File: src/rtl/tiled_mm_controller_if.sv
// Host/array-side bundle for tiled_mm_controller.
// The optional performance counter outputs appear only when MM_PERF_COUNTERS_EN is defined.
`default_nettype none

interface tiled_mm_controller_if #(
   parameter int N   = 4,
   parameter int K_W = 16,
   parameter int T_W = 8
);
   localparam int R_W = $clog2(N);

   logic           start;
   logic           abort;
   logic [K_W-1:0] cfg_k;
   logic [T_W-1:0] cfg_tiles;
   logic           drain_ready;
   logic           busy;
   logic           done;
   logic           aborted;
   logic           cfg_error;
   logic           acc_clear;
   logic           load_enable;
   logic           pe_enable;
   logic           drain_valid;
   logic [R_W-1:0] drain_row;
   logic [T_W-1:0] tile_index;
   logic [K_W-1:0] cycle_counter;
`ifdef MM_PERF_COUNTERS_EN
   logic [31:0]    perf_busy_cycles;
   logic [31:0]    perf_stall_cycles;
`endif

   modport master (
      output start, abort, cfg_k, cfg_tiles, drain_ready,
      input  busy, done, aborted, cfg_error, acc_clear, load_enable, pe_enable,
             drain_valid, drain_row, tile_index, cycle_counter
`ifdef MM_PERF_COUNTERS_EN
      , input perf_busy_cycles, perf_stall_cycles
`endif
   );

   modport slave (
      input  start, abort, cfg_k, cfg_tiles, drain_ready,
      output busy, done, aborted, cfg_error, acc_clear, load_enable, pe_enable,
             drain_valid, drain_row, tile_index, cycle_counter
`ifdef MM_PERF_COUNTERS_EN
      , output perf_busy_cycles, perf_stall_cycles
`endif
   );
endinterface

`default_nettype wire

File: src/rtl/tiled_mm_controller.sv
//------------------------------------------------------------------------------
// Module      : tiled_mm_controller
// Description : Multi-tile sequencer for an N x N systolic matrix-multiply array
//               (clear / load / compute / handshaked drain, abort, config error).
//               Optional macro MM_PERF_COUNTERS_EN adds busy/stall cycle counters.
// Revision    : 1.0 - initial release
//------------------------------------------------------------------------------
`default_nettype none

module tiled_mm_controller #(
   parameter int N   = 4,
   parameter int K_W = 16,
   parameter int T_W = 8
) (
   input  logic                 clk,
   input  logic                 reset,
   tiled_mm_controller_if.slave bus
);
   localparam int R_W = $clog2(N);
   localparam logic [K_W:0]   COMP_LAST  = (K_W+1)'(N - 1);
   localparam logic [K_W:0]   LOAD_EXTRA = (K_W+1)'(N - 1);
   localparam logic [R_W-1:0] ROW_LAST   = R_W'(N - 1);

   typedef enum logic [2:0] {
      S_IDLE      = 3'd0,
      S_CLEAR     = 3'd1,
      S_LOADING   = 3'd2,
      S_COMPUTING = 3'd3,
      S_DRAIN     = 3'd4
   } state_t;

   state_t         state;
   state_t         state_nx;
   // One bit wider than cycle_counter so long LOADING phases still terminate
   logic [K_W:0]   phase_cnt;
   logic [K_W-1:0] k_lat;
   logic [T_W-1:0] tiles_lat;
   logic [T_W-1:0] tile_idx;
   logic [R_W-1:0] row;
   logic           done_q;
   logic           aborted_q;
   logic           cfg_error_q;

   logic           cfg_ok;
   logic           start_ok;
   logic           handshake;
   logic           last_row;
   logic           last_tile;
   logic           abort_now;
   logic [K_W:0]   load_len;
   logic [K_W:0]   load_last;

   assign cfg_ok    = (bus.cfg_k != '0) && (bus.cfg_tiles != '0);
   assign start_ok  = (state == S_IDLE) && bus.start && cfg_ok;
   assign handshake = (state == S_DRAIN) && bus.drain_ready;
   assign last_row  = (row == ROW_LAST);
   assign last_tile = (tile_idx == tiles_lat - T_W'(1));
   assign abort_now = (state != S_IDLE) && bus.abort;
   assign load_len  = {1'b0, k_lat} + LOAD_EXTRA;
   assign load_last = load_len - (K_W+1)'(1);

   always_comb begin
      state_nx = state;
      case (state)
         S_IDLE:      if (start_ok) state_nx = S_CLEAR;
         S_CLEAR:     state_nx = S_LOADING;
         S_LOADING:   if (phase_cnt == load_last) state_nx = S_COMPUTING;
         S_COMPUTING: if (phase_cnt == COMP_LAST) state_nx = S_DRAIN;
         S_DRAIN:     if (handshake && last_row) state_nx = last_tile ? S_IDLE : S_CLEAR;
         default:     state_nx = S_IDLE;
      endcase
      if (abort_now) state_nx = S_IDLE;
   end

   always_ff @(posedge clk) begin
      if (!reset) begin
         state       <= S_IDLE;
         phase_cnt   <= '0;
         k_lat       <= '0;
         tiles_lat   <= '0;
         tile_idx    <= '0;
         row         <= '0;
         done_q      <= 1'b0;
         aborted_q   <= 1'b0;
         cfg_error_q <= 1'b0;
      end else begin
         state       <= state_nx;
         done_q      <= handshake && last_row && last_tile && !bus.abort;
         aborted_q   <= abort_now;
         cfg_error_q <= (state == S_IDLE) && bus.start && !cfg_ok;

         // Every phase change is a state change, so this restarts the counter per phase
         if (state_nx != state || state_nx == S_IDLE)
            phase_cnt <= '0;
         else if (phase_cnt != '1)
            phase_cnt <= phase_cnt + (K_W+1)'(1);

         if (state_nx != S_DRAIN)
            row <= '0;
         else if (handshake)
            row <= row + R_W'(1);

         if (start_ok) begin
            k_lat     <= bus.cfg_k;
            tiles_lat <= bus.cfg_tiles;
            tile_idx  <= '0;
         end else if (state_nx == S_CLEAR && state == S_DRAIN) begin
            tile_idx  <= tile_idx + T_W'(1);
         end
      end
   end

   assign bus.busy          = (state != S_IDLE);
   assign bus.done          = done_q;
   assign bus.aborted       = aborted_q;
   assign bus.cfg_error     = cfg_error_q;
   assign bus.acc_clear     = (state == S_CLEAR);
   assign bus.load_enable   = (state == S_LOADING);
   assign bus.pe_enable     = (state == S_LOADING) || (state == S_COMPUTING);
   assign bus.drain_valid   = (state == S_DRAIN);
   assign bus.drain_row     = row;
   assign bus.tile_index    = tile_idx;
   assign bus.cycle_counter = phase_cnt[K_W] ? {K_W{1'b1}} : phase_cnt[K_W-1:0];

`ifdef MM_PERF_COUNTERS_EN
   logic [31:0] perf_busy;
   logic [31:0] perf_stall;

   always_ff @(posedge clk) begin
      if (!reset) begin
         perf_busy  <= '0;
         perf_stall <= '0;
      end else if (state == S_IDLE) begin
         if (start_ok) begin
            perf_busy  <= '0;
            perf_stall <= '0;
         end
      end else begin
         if (perf_busy != '1)
            perf_busy <= perf_busy + 32'd1;
         if (state == S_DRAIN && !bus.drain_ready && perf_stall != '1)
            perf_stall <= perf_stall + 32'd1;
      end
   end

   assign bus.perf_busy_cycles  = perf_busy;
   assign bus.perf_stall_cycles = perf_stall;
`endif

endmodule

`default_nettype wire

File: src/flat_wrapper.sv
// flat-port wrapper written by rule: the top's interface ports become plain ports
module tiled_mm_controller_flat 
#(
   parameter int N   = 4,
   parameter int K_W = 16,
   parameter int T_W = 8
)
  (clk, reset, bus_start, bus_abort, bus_cfg_k, bus_cfg_tiles, bus_drain_ready, bus_busy, bus_done, bus_aborted, bus_cfg_error, bus_acc_clear, bus_load_enable, bus_pe_enable, bus_drain_valid, bus_drain_row, bus_tile_index, bus_cycle_counter);
  tiled_mm_controller_if #(.N(N), .K_W(K_W), .T_W(T_W)) bus_i ();
  input  logic clk;
  input  logic reset;
  input wire logic [$bits(bus_i.start)-1:0] bus_start;
  input wire logic [$bits(bus_i.abort)-1:0] bus_abort;
  input wire logic [$bits(bus_i.cfg_k)-1:0] bus_cfg_k;
  input wire logic [$bits(bus_i.cfg_tiles)-1:0] bus_cfg_tiles;
  input wire logic [$bits(bus_i.drain_ready)-1:0] bus_drain_ready;
  output wire logic [$bits(bus_i.busy)-1:0] bus_busy;
  output wire logic [$bits(bus_i.done)-1:0] bus_done;
  output wire logic [$bits(bus_i.aborted)-1:0] bus_aborted;
  output wire logic [$bits(bus_i.cfg_error)-1:0] bus_cfg_error;
  output wire logic [$bits(bus_i.acc_clear)-1:0] bus_acc_clear;
  output wire logic [$bits(bus_i.load_enable)-1:0] bus_load_enable;
  output wire logic [$bits(bus_i.pe_enable)-1:0] bus_pe_enable;
  output wire logic [$bits(bus_i.drain_valid)-1:0] bus_drain_valid;
  output wire logic [$bits(bus_i.drain_row)-1:0] bus_drain_row;
  output wire logic [$bits(bus_i.tile_index)-1:0] bus_tile_index;
  output wire logic [$bits(bus_i.cycle_counter)-1:0] bus_cycle_counter;
  assign bus_i.start = bus_start;
  assign bus_i.abort = bus_abort;
  assign bus_i.cfg_k = bus_cfg_k;
  assign bus_i.cfg_tiles = bus_cfg_tiles;
  assign bus_i.drain_ready = bus_drain_ready;
  assign bus_busy = bus_i.busy;
  assign bus_done = bus_i.done;
  assign bus_aborted = bus_i.aborted;
  assign bus_cfg_error = bus_i.cfg_error;
  assign bus_acc_clear = bus_i.acc_clear;
  assign bus_load_enable = bus_i.load_enable;
  assign bus_pe_enable = bus_i.pe_enable;
  assign bus_drain_valid = bus_i.drain_valid;
  assign bus_drain_row = bus_i.drain_row;
  assign bus_tile_index = bus_i.tile_index;
  assign bus_cycle_counter = bus_i.cycle_counter;
  tiled_mm_controller #(.N(N), .K_W(K_W), .T_W(T_W)) u_core (.clk(clk), .reset(reset), .bus(bus_i));
endmodule
File: config.mk
export PLATFORM = sky130hd
export DESIGN_NAME = tiled_mm_controller_flat
export DESIGN_NICKNAME = d
export VERILOG_FILES = /design/src/rtl/tiled_mm_controller_if.sv /design/src/rtl/tiled_mm_controller.sv /design/src/flat_wrapper.sv
export SDC_FILE = /design/constraint.sdc
export NUM_CORES = 1
export LEC_CHECK = 0
export ABC_AREA = 1
export BUFFER_PORTS_ARGS = -buffer_cell sky130_fd_sc_hd__buf_4
export CORE_ASPECT_RATIO = 0.9
export CORE_MARGIN = 10
export CORE_UTILIZATION = 55
export CTS_BUF_LIST = sky130_fd_sc_hd__clkbuf_8
export DETAILED_ROUTE_END_ITERATION = 16
export GPL_ROUTABILITY_DRIVEN = 0
export PLACE_DENSITY_LB_ADDON = 0.15
export SLEW_MARGIN = 10
export SYNTH_ARGS = -nofsm -noshare
export SYNTH_HDL_FRONTEND = slang
export SYNTH_SLANG_ARGS = --single-unit
File: constraint.sdc
create_clock -name clk -period 4.37 [get_ports clk]
set_input_delay 0.6555 -clock clk [delete_from_list [all_inputs] [get_ports clk]]
set_output_delay 0.6555 -clock clk [all_outputs]
set_load 0.05 [all_outputs]
Word-level counts from Yosys, hierarchy flattened
Index checks and enable logic that the tools add are counted. W data, S select, Z words.

Bits in registers: 57. Bits of input ports: 29. Output and inout port bits: 34. Word-level logic and storage cells: 58.

Add/sub/neg operators: 6. Equality and inequality tests: 12. Multiplexer cells: 8. Bitwise logic cells: 1. Reductions and logical operators: 22.

Operators with widths (count): $add A16 B2 Y17 const B (1); $add A17 B1 Y17 const B (1); $eq A17 B17 Y1 (1); $eq A17 B2 Y1 const B (1); $ne A17 B17 Y1 const B (1); $sub A17 B1 Y17 const B (1); $mux W16 (1); $reduce_bool A16 Y1 (1); $mux W3 (5); $pmux W3 S5 (1); $logic_and A1 B1 Y1 (10); $add A8 B1 Y8 const B (1); $eq A8 B8 Y1 (1); $reduce_bool A8 Y1 (1); $sub A8 B1 Y8 const B (1); $eq A3 B1 Y1 const B (2); $eq A3 B2 Y1 const B (2); $logic_not A3 Y1 (2); $reduce_or A2 Y1 (3); $eq A3 B3 Y1 const B (1); $ne A3 B3 Y1 (1); $ne A3 B3 Y1 const B (1); $reduce_bool A3 Y1 (1); $add A2 B1 Y2 const B (1); other kinds (5) (7).

Depth between registers and ports, before layout
Depth after elaboration: 9. Depth in mapped cells: 20. Depth with buffers taken out: 19.

Least setup slack after synthesis
Ideal clock, no wire load.

Path type: register to register. From: register u_core.state[0]. To: register u_core.phase_cnt[8]. Library setup time: 0.062 ns. Data arrival time: 2.625 ns. Data required time: 4.308 ns. Slack: 1.682 ns. Stages on the path, launching flop included: 13. Path buffers: 1. Clock period less this slack: 2.688 ns. Cells stage by stage: dfxtp_1 -> inv_1 -> nor3_1 -> or2_2 -> inv_1 -> nand2_1 -> nand2_1 -> a21oi_1 -> nand2_2 -> nor2_4 -> nand2_4 -> buf_12 -> nor2_2.

Elaborated cells between the ends (all ways): 21. Classes of those cells: eq/ne: 5; mux: 6; reduce/logical: 10.

RTL lines: from (decl) (RTL line tiled_mm_controller.sv:32) `state_t state;`; from (signal assigned) (RTL line tiled_mm_controller.sv:87) `state <= state_nx;`; $eq A3 B1 Y1 *; named net bus_acc_clear (RTL line flat_wrapper.sv:21) `output wire logic [$bits(bus_i.acc_clear)-1:0] bus_acc_clear;`; $pmux W3 S5 * (RTL line tiled_mm_controller.sv:64) `case (state)`; $mux W3 * (RTL line tiled_mm_controller.sv:72) `if (abort_now) state_nx = S_IDLE;`; $ne A3 B3 Y1 / $logic_not A3 Y1 (equally long branches) (RTL line tiled_mm_controller.sv:93) `if (state_nx != state || state_nx == S_IDLE)`; $logic_or A1 B1 Y1 * (RTL line tiled_mm_controller.sv:93); $reduce_or A2 Y1 (no source line) *; to (signal assigned) (RTL line tiled_mm_controller.sv:96) `phase_cnt <= phase_cnt + (K_W+1)'(1);`; to (decl) (RTL line tiled_mm_controller.sv:35) `logic [K_W:0] phase_cnt;`.

The timed path passes the listed nets; every way through them passes the cells marked *. A chain may end at the register's enable or synchronous reset.

Worst setup path in the final report
From: register u_core.phase_cnt[0]. To: register u_core.phase_cnt[11].

Longest elaborated chain between the ends: 7. Elaborated cells between the ends (all ways): 12. Classes of those cells: add/sub: 1; eq/ne: 4; mux: 4; reduce/logical: 3.

RTL lines (RTL line): $eq A17 B2 Y1 / $eq A17 B17 Y1 (equally long branches) (tiled_mm_controller.sv:68, tiled_mm_controller.sv:67); $mux W3, on equally long branches (tiled_mm_controller.sv:68, tiled_mm_controller.sv:67); $pmux W3 S5 (tiled_mm_controller.sv:64); $mux W3 (tiled_mm_controller.sv:72); $ne A3 B3 Y1 / $logic_not A3 Y1 (equally long branches) (tiled_mm_controller.sv:93); $logic_or A1 B1 Y1 (tiled_mm_controller.sv:93); $reduce_or A2 Y1 (no source line).

Parallel ways exist; a longest one is shown, timed or not.

==> impl_metrics.sql <==
INSERT INTO impl_metrics (metric_group, metric, value, unit) VALUES
('grt', 'grt_util_met2', '26.81', '%'),
('yosys', 'mappedNetlistArea', '0.003654', 'mm^2'),
('setup_path', 'r2r_slack', '1.52', 'ns'),
('clocking', 'clock-root-buffer', 'sky130_fd_sc_hd__clkbuf_8', ''),
('finish', 'layout-drive-gt1-share', '17.34', '%'),
('yosys', 'postSynthNetCount', '608', ''),
('setup_path', 'kind_of_critical_path', 'flip-flop to flip-flop', ''),
('yosys', 'yosysWarnings', '0', ''),
('grt', 'maximum_number_of_pins_on_one_net_before_global_route_repair', '50', ''),
('finish', 'postLayoutCoreUtil', '67.61', '%'),
('route', 'detailedRoute.firstPassIterationCount', '5', ''),
('finish', 'regArea', '0.001141', 'mm^2'),
('timing', 'setup_viol', '0', ''),
('setup_path', 'endpoint_kind', 'flip-flop', ''),
('route', 'drt-total-wl', '9969', 'um'),
('yosys', 'synthAdderAreaFrac', '2.055', '%'),
('grt', 'grt_first_pass_wirelength', '16620', 'um'),
('yosys', 'postSynthAreaPerCell', '6.376', 'um^2'),
('timing', 'worstMarginPinSlew', '0.5784', 'ns'),
('yosys', 'synth_top_family_by_area', 'simple AND/OR/NAND/NOR gates', ''),
('floorplan', 'io_pins', '63', ''),
('route', 'detailedRoute.firstIterationViolations', '263', ''),
('place', 'place.detailed.hpwl', '7850', 'um'),
('floorplan', 'chipWidth', '105.9', 'um'),
('grt', 'use_met3', '7.294', '%'),
('min_path', 'worst_hold_path_type', 'flip-flop to flip-flop', ''),
('grt', 'globalRouteMet1Util', '26.69', '%'),
('grt', 'antenna_found_initial', '0', ''),
('yosys', 'yosys_register_bits', '57', ''),
('timing', 'timing.setup.tns', '0', 'ns'),
('clocking', 'clkSinkCount', '57', ''),
('finish', 'fillers', '596', ''),
('grt', 'grt_overflow_total', '0', ''),
('clocking', 'cts-resized-gates', '0', ''),
('finish', 'multi_input_area', '0.002153', 'mm^2'),
('yosys', 'synth_largest_area_cell', 'sky130_fd_sc_hd__dfxtp_1', ''),
('yosys', 'synthDominantCellAreaShare', '31.23', '%'),
('finish', 'growth_of_design_area_from_synthesis_to_finish', '20.58', '%'),
('timing', 'achievable-frequency', '350.6', 'MHz'),
('route', 'drt-wirelength-per-cell', '13.66', 'um'),
('yosys', 'synth.top_cells.by_area', 'sky130_fd_sc_hd__dfxtp_1, sky130_fd_sc_hd__nand2_1, sky130_fd_sc_hd__inv_1', ''),
('power', 'power.leakage', '0.001968', 'uW'),
('finish', 'finish.net_count', '670', ''),
('floorplan', 'initial_core_utilization', '56.07', '%'),
('yosys', 'post_synth_and_or_nand_nor_area_fraction', '40.24', '%'),
('grt', 'grtUsageTotal', '19.22', '%'),
('clocking', 'clkTransAtPathRegs', '0.07', 'ns'),
('clocking', 'number_of_buffers_between_clock_root_and_the_deepest_sink', '2', ''),
('clocking', 'cts_tree', 'done', ''),
('yosys', 'seq_area_frac_synth', '31.23', '%'),
('yosys', 'synth_compound_area_share', '9.692', '%'),
('place', 'io_buffer_count', '62', ''),
('yosys', 'multiplexer_share_of_the_synthesized_area', '0', '%'),
('timing', 'rsz0062_at_grt', 'no', ''),
('clocking', 'cts_max_level', '3', ''),
('grt', 'grt_pass1_vias', '3480', ''),
('power', 'power.ir.vdd_worst', '0.2197', 'mV'),
('floorplan', 'std_cell_rows', '28', ''),
('floorplan', 'floorplan.core_area', '0.006516', 'mm^2'),
('timing', 'hold_vio_cnt_final', '0', ''),
('setup_path', 'critical_path_peak_fanout', '10', ''),
('floorplan', 'fp.dieH', '97.32', 'um'),
('status', 'outcome', 'complete, no violations', ''),
('route', 'drcViolationCount', '0', ''),
('route', 'detailroute.via_count', '3877', ''),
('timing', 'post-route-period-util', '65.26', '%'),
('clocking', 'postCtsHoldBufs', '0', ''),
('clocking', 'cts_post_setup_buffers_inserted', '0', ''),
('setup_path', 'setup.worst_path.start_class', 'flip-flop', ''),
('run', 'max_cap_viol_count', '0', ''),
('yosys', 'synthesis.instances', '573', '');
## placed cells by master, fill, tap and decap left out
cell / n
sky130_fd_sc_hd__o21ai_0: 32
sky130_fd_sc_hd__nor2_2: 11
sky130_fd_sc_hd__clkinv_1: 2
sky130_fd_sc_hd__nor2_1: 57
sky130_fd_sc_hd__nor3_2: 1
sky130_fd_sc_hd__clkinvlp_4: 1
sky130_fd_sc_hd__xnor2_1: 2
sky130_fd_sc_hd__nand2_2: 4
sky130_fd_sc_hd__nand2_1: 154
sky130_fd_sc_hd__nand3_1: 40
sky130_fd_sc_hd__nor2_4: 7
sky130_fd_sc_hd__nor4_1: 8
sky130_fd_sc_hd__buf_4: 63
sky130_fd_sc_hd__inv_1: 75
sky130_fd_sc_hd__nand2_4: 3
sky130_fd_sc_hd__nand3_2: 1
sky130_fd_sc_hd__a21oi_1: 35
sky130_fd_sc_hd__bufinv_16: 2
sky130_fd_sc_hd__a21oi_2: 1
sky130_fd_sc_hd__nor3_1: 11
sky130_fd_sc_hd__xor2_1: 27
sky130_fd_sc_hd__inv_2: 2
sky130_fd_sc_hd__dfxtp_1: 57
sky130_fd_sc_hd__clkinv_2: 2
sky130_fd_sc_hd__or4_1: 1
sky130_fd_sc_hd__nand3b_1: 1
sky130_fd_sc_hd__or2_2: 2
sky130_fd_sc_hd__nand4_1: 19
sky130_fd_sc_hd__ha_1: 6
sky130_fd_sc_hd__clkbuf_8: 11
sky130_fd_sc_hd__o21ai_1: 2
## cells by family after synthesis
group | Yosys count
xor+xnor | 29
flops | 57
simple gates | 320
buf+inv | 91
compound gates | 70
fa+ha+maj | 6
## stage by stage
stage	hold slack [ns]	instance area (um^2)	total power, uW	setup slack [ns]	instances
after global placement	0.4638	4177	891.2	1.666	714
after global routing	0.4693	4405	1533	1.224	730
after CTS	0.4707	4405	1459	1.559	730
final	0.4734	4405	1458	1.518	730
after detailed placement	0.4684	4177	897.6	1.585	714
after floorplan	0.4428	3654	819.2	1.682	573
## registers in the layout, indices dropped and copies added (netlist names)
register	flops
u_core.state	3
u_core.k_lat	16
u_core.phase_cnt	17
u_core.bus.aborted	1
u_core.bus.cfg_error	1
u_core.bus.drain_row	2
u_core.tiles_lat	8
u_core.bus.done	1
u_core.bus.tile_index	8
## synthesized netlist by cell type
library cell,number
sky130_fd_sc_hd__nand2_4,3
sky130_fd_sc_hd__nand3_2,1
sky130_fd_sc_hd__or2_2,2
sky130_fd_sc_hd__nor3_1,11
sky130_fd_sc_hd__nor3_2,1
sky130_fd_sc_hd__buf_1,1
sky130_fd_sc_hd__o21ai_1,2
sky130_fd_sc_hd__dfxtp_1,57
sky130_fd_sc_hd__ha_1,6
sky130_fd_sc_hd__buf_12,1
sky130_fd_sc_hd__nor2_4,7
sky130_fd_sc_hd__nand3_1,40
sky130_fd_sc_hd__a21oi_1,35
sky130_fd_sc_hd__nor4_1,8
sky130_fd_sc_hd__buf_2,1
sky130_fd_sc_hd__nor2_1,57
sky130_fd_sc_hd__xor2_1,27
sky130_fd_sc_hd__nor2_2,11
sky130_fd_sc_hd__o21ai_0,32
sky130_fd_sc_hd__clkinv_1,2
sky130_fd_sc_hd__or4_1,1
sky130_fd_sc_hd__nand3b_1,1
sky130_fd_sc_hd__nand2_2,4
sky130_fd_sc_hd__xnor2_1,2
sky130_fd_sc_hd__a21oi_2,1
sky130_fd_sc_hd__nand2_1,154
sky130_fd_sc_hd__clkbuf_1,9
sky130_fd_sc_hd__inv_2,2
sky130_fd_sc_hd__nand4_1,19
sky130_fd_sc_hd__inv_1,75
## path summary, 6_finish.rpt
path	startpoint	to	cells after the start
worst max-delay path	u_core.phase_cnt[0]$_SDFFE_PP0P_	u_core.phase_cnt[11]$_SDFFE_PP0P_	10
worst max register to register	u_core.phase_cnt[0]$_SDFFE_PP0P_	u_core.phase_cnt[11]$_SDFFE_PP0P_	10
worst min register to register	u_core.tiles_lat[7]$_SDFFE_PN0P_	u_core.tiles_lat[7]$_SDFFE_PN0P_	2
worst min-delay path	u_core.tiles_lat[7]$_SDFFE_PN0P_	u_core.tiles_lat[7]$_SDFFE_PN0P_	2
## final cells by class
class | instances | share of cell area [%]
flip-flops and latches | 57 | 25.90
clock buffers | 11 | 3.437
inverters | 79 | 6.731
clock inverters | 5 | 1.761
well taps | 90 | 2.556
multi-input cells | 425 | 48.88
repair buffers | 63 | 10.74
## power breakdown
group | internal, uW | switching, uW | total (uW)
sequential | 550 | 31.3 | 581
clock | 350 | 218 | 568
combinational | 104 | 205 | 309
## worst max-delay path, stage by stage (launching register included)
cell and delay [ns]:
sky130_fd_sc_hd__dfxtp_1 0.35, sky130_fd_sc_hd__ha_1 0.26, sky130_fd_sc_hd__nand4_1 0.11, sky130_fd_sc_hd__nor4_1 0.06, sky130_fd_sc_hd__ha_1 0.30, sky130_fd_sc_hd__nor4_1 0.53, sky130_fd_sc_hd__nand3_1 0.25, sky130_fd_sc_hd__or4_1 0.49
sky130_fd_sc_hd__nor2_1 0.14, sky130_fd_sc_hd__xor2_1 0.20, sky130_fd_sc_hd__nor2_2 0.06
## per-layer routing
| layer | up-vias | part of all wire (%) |
|---|---|---|
| li1 | 1954 | - |
| met1 | 1745 | 47 |
| met2 | 165 | 42 |
| met3 | 13 | 9.8 |
| met4 | 0 | 1.2 |
| met5 | - | 0 |
(Power assumes the default switching activity.)
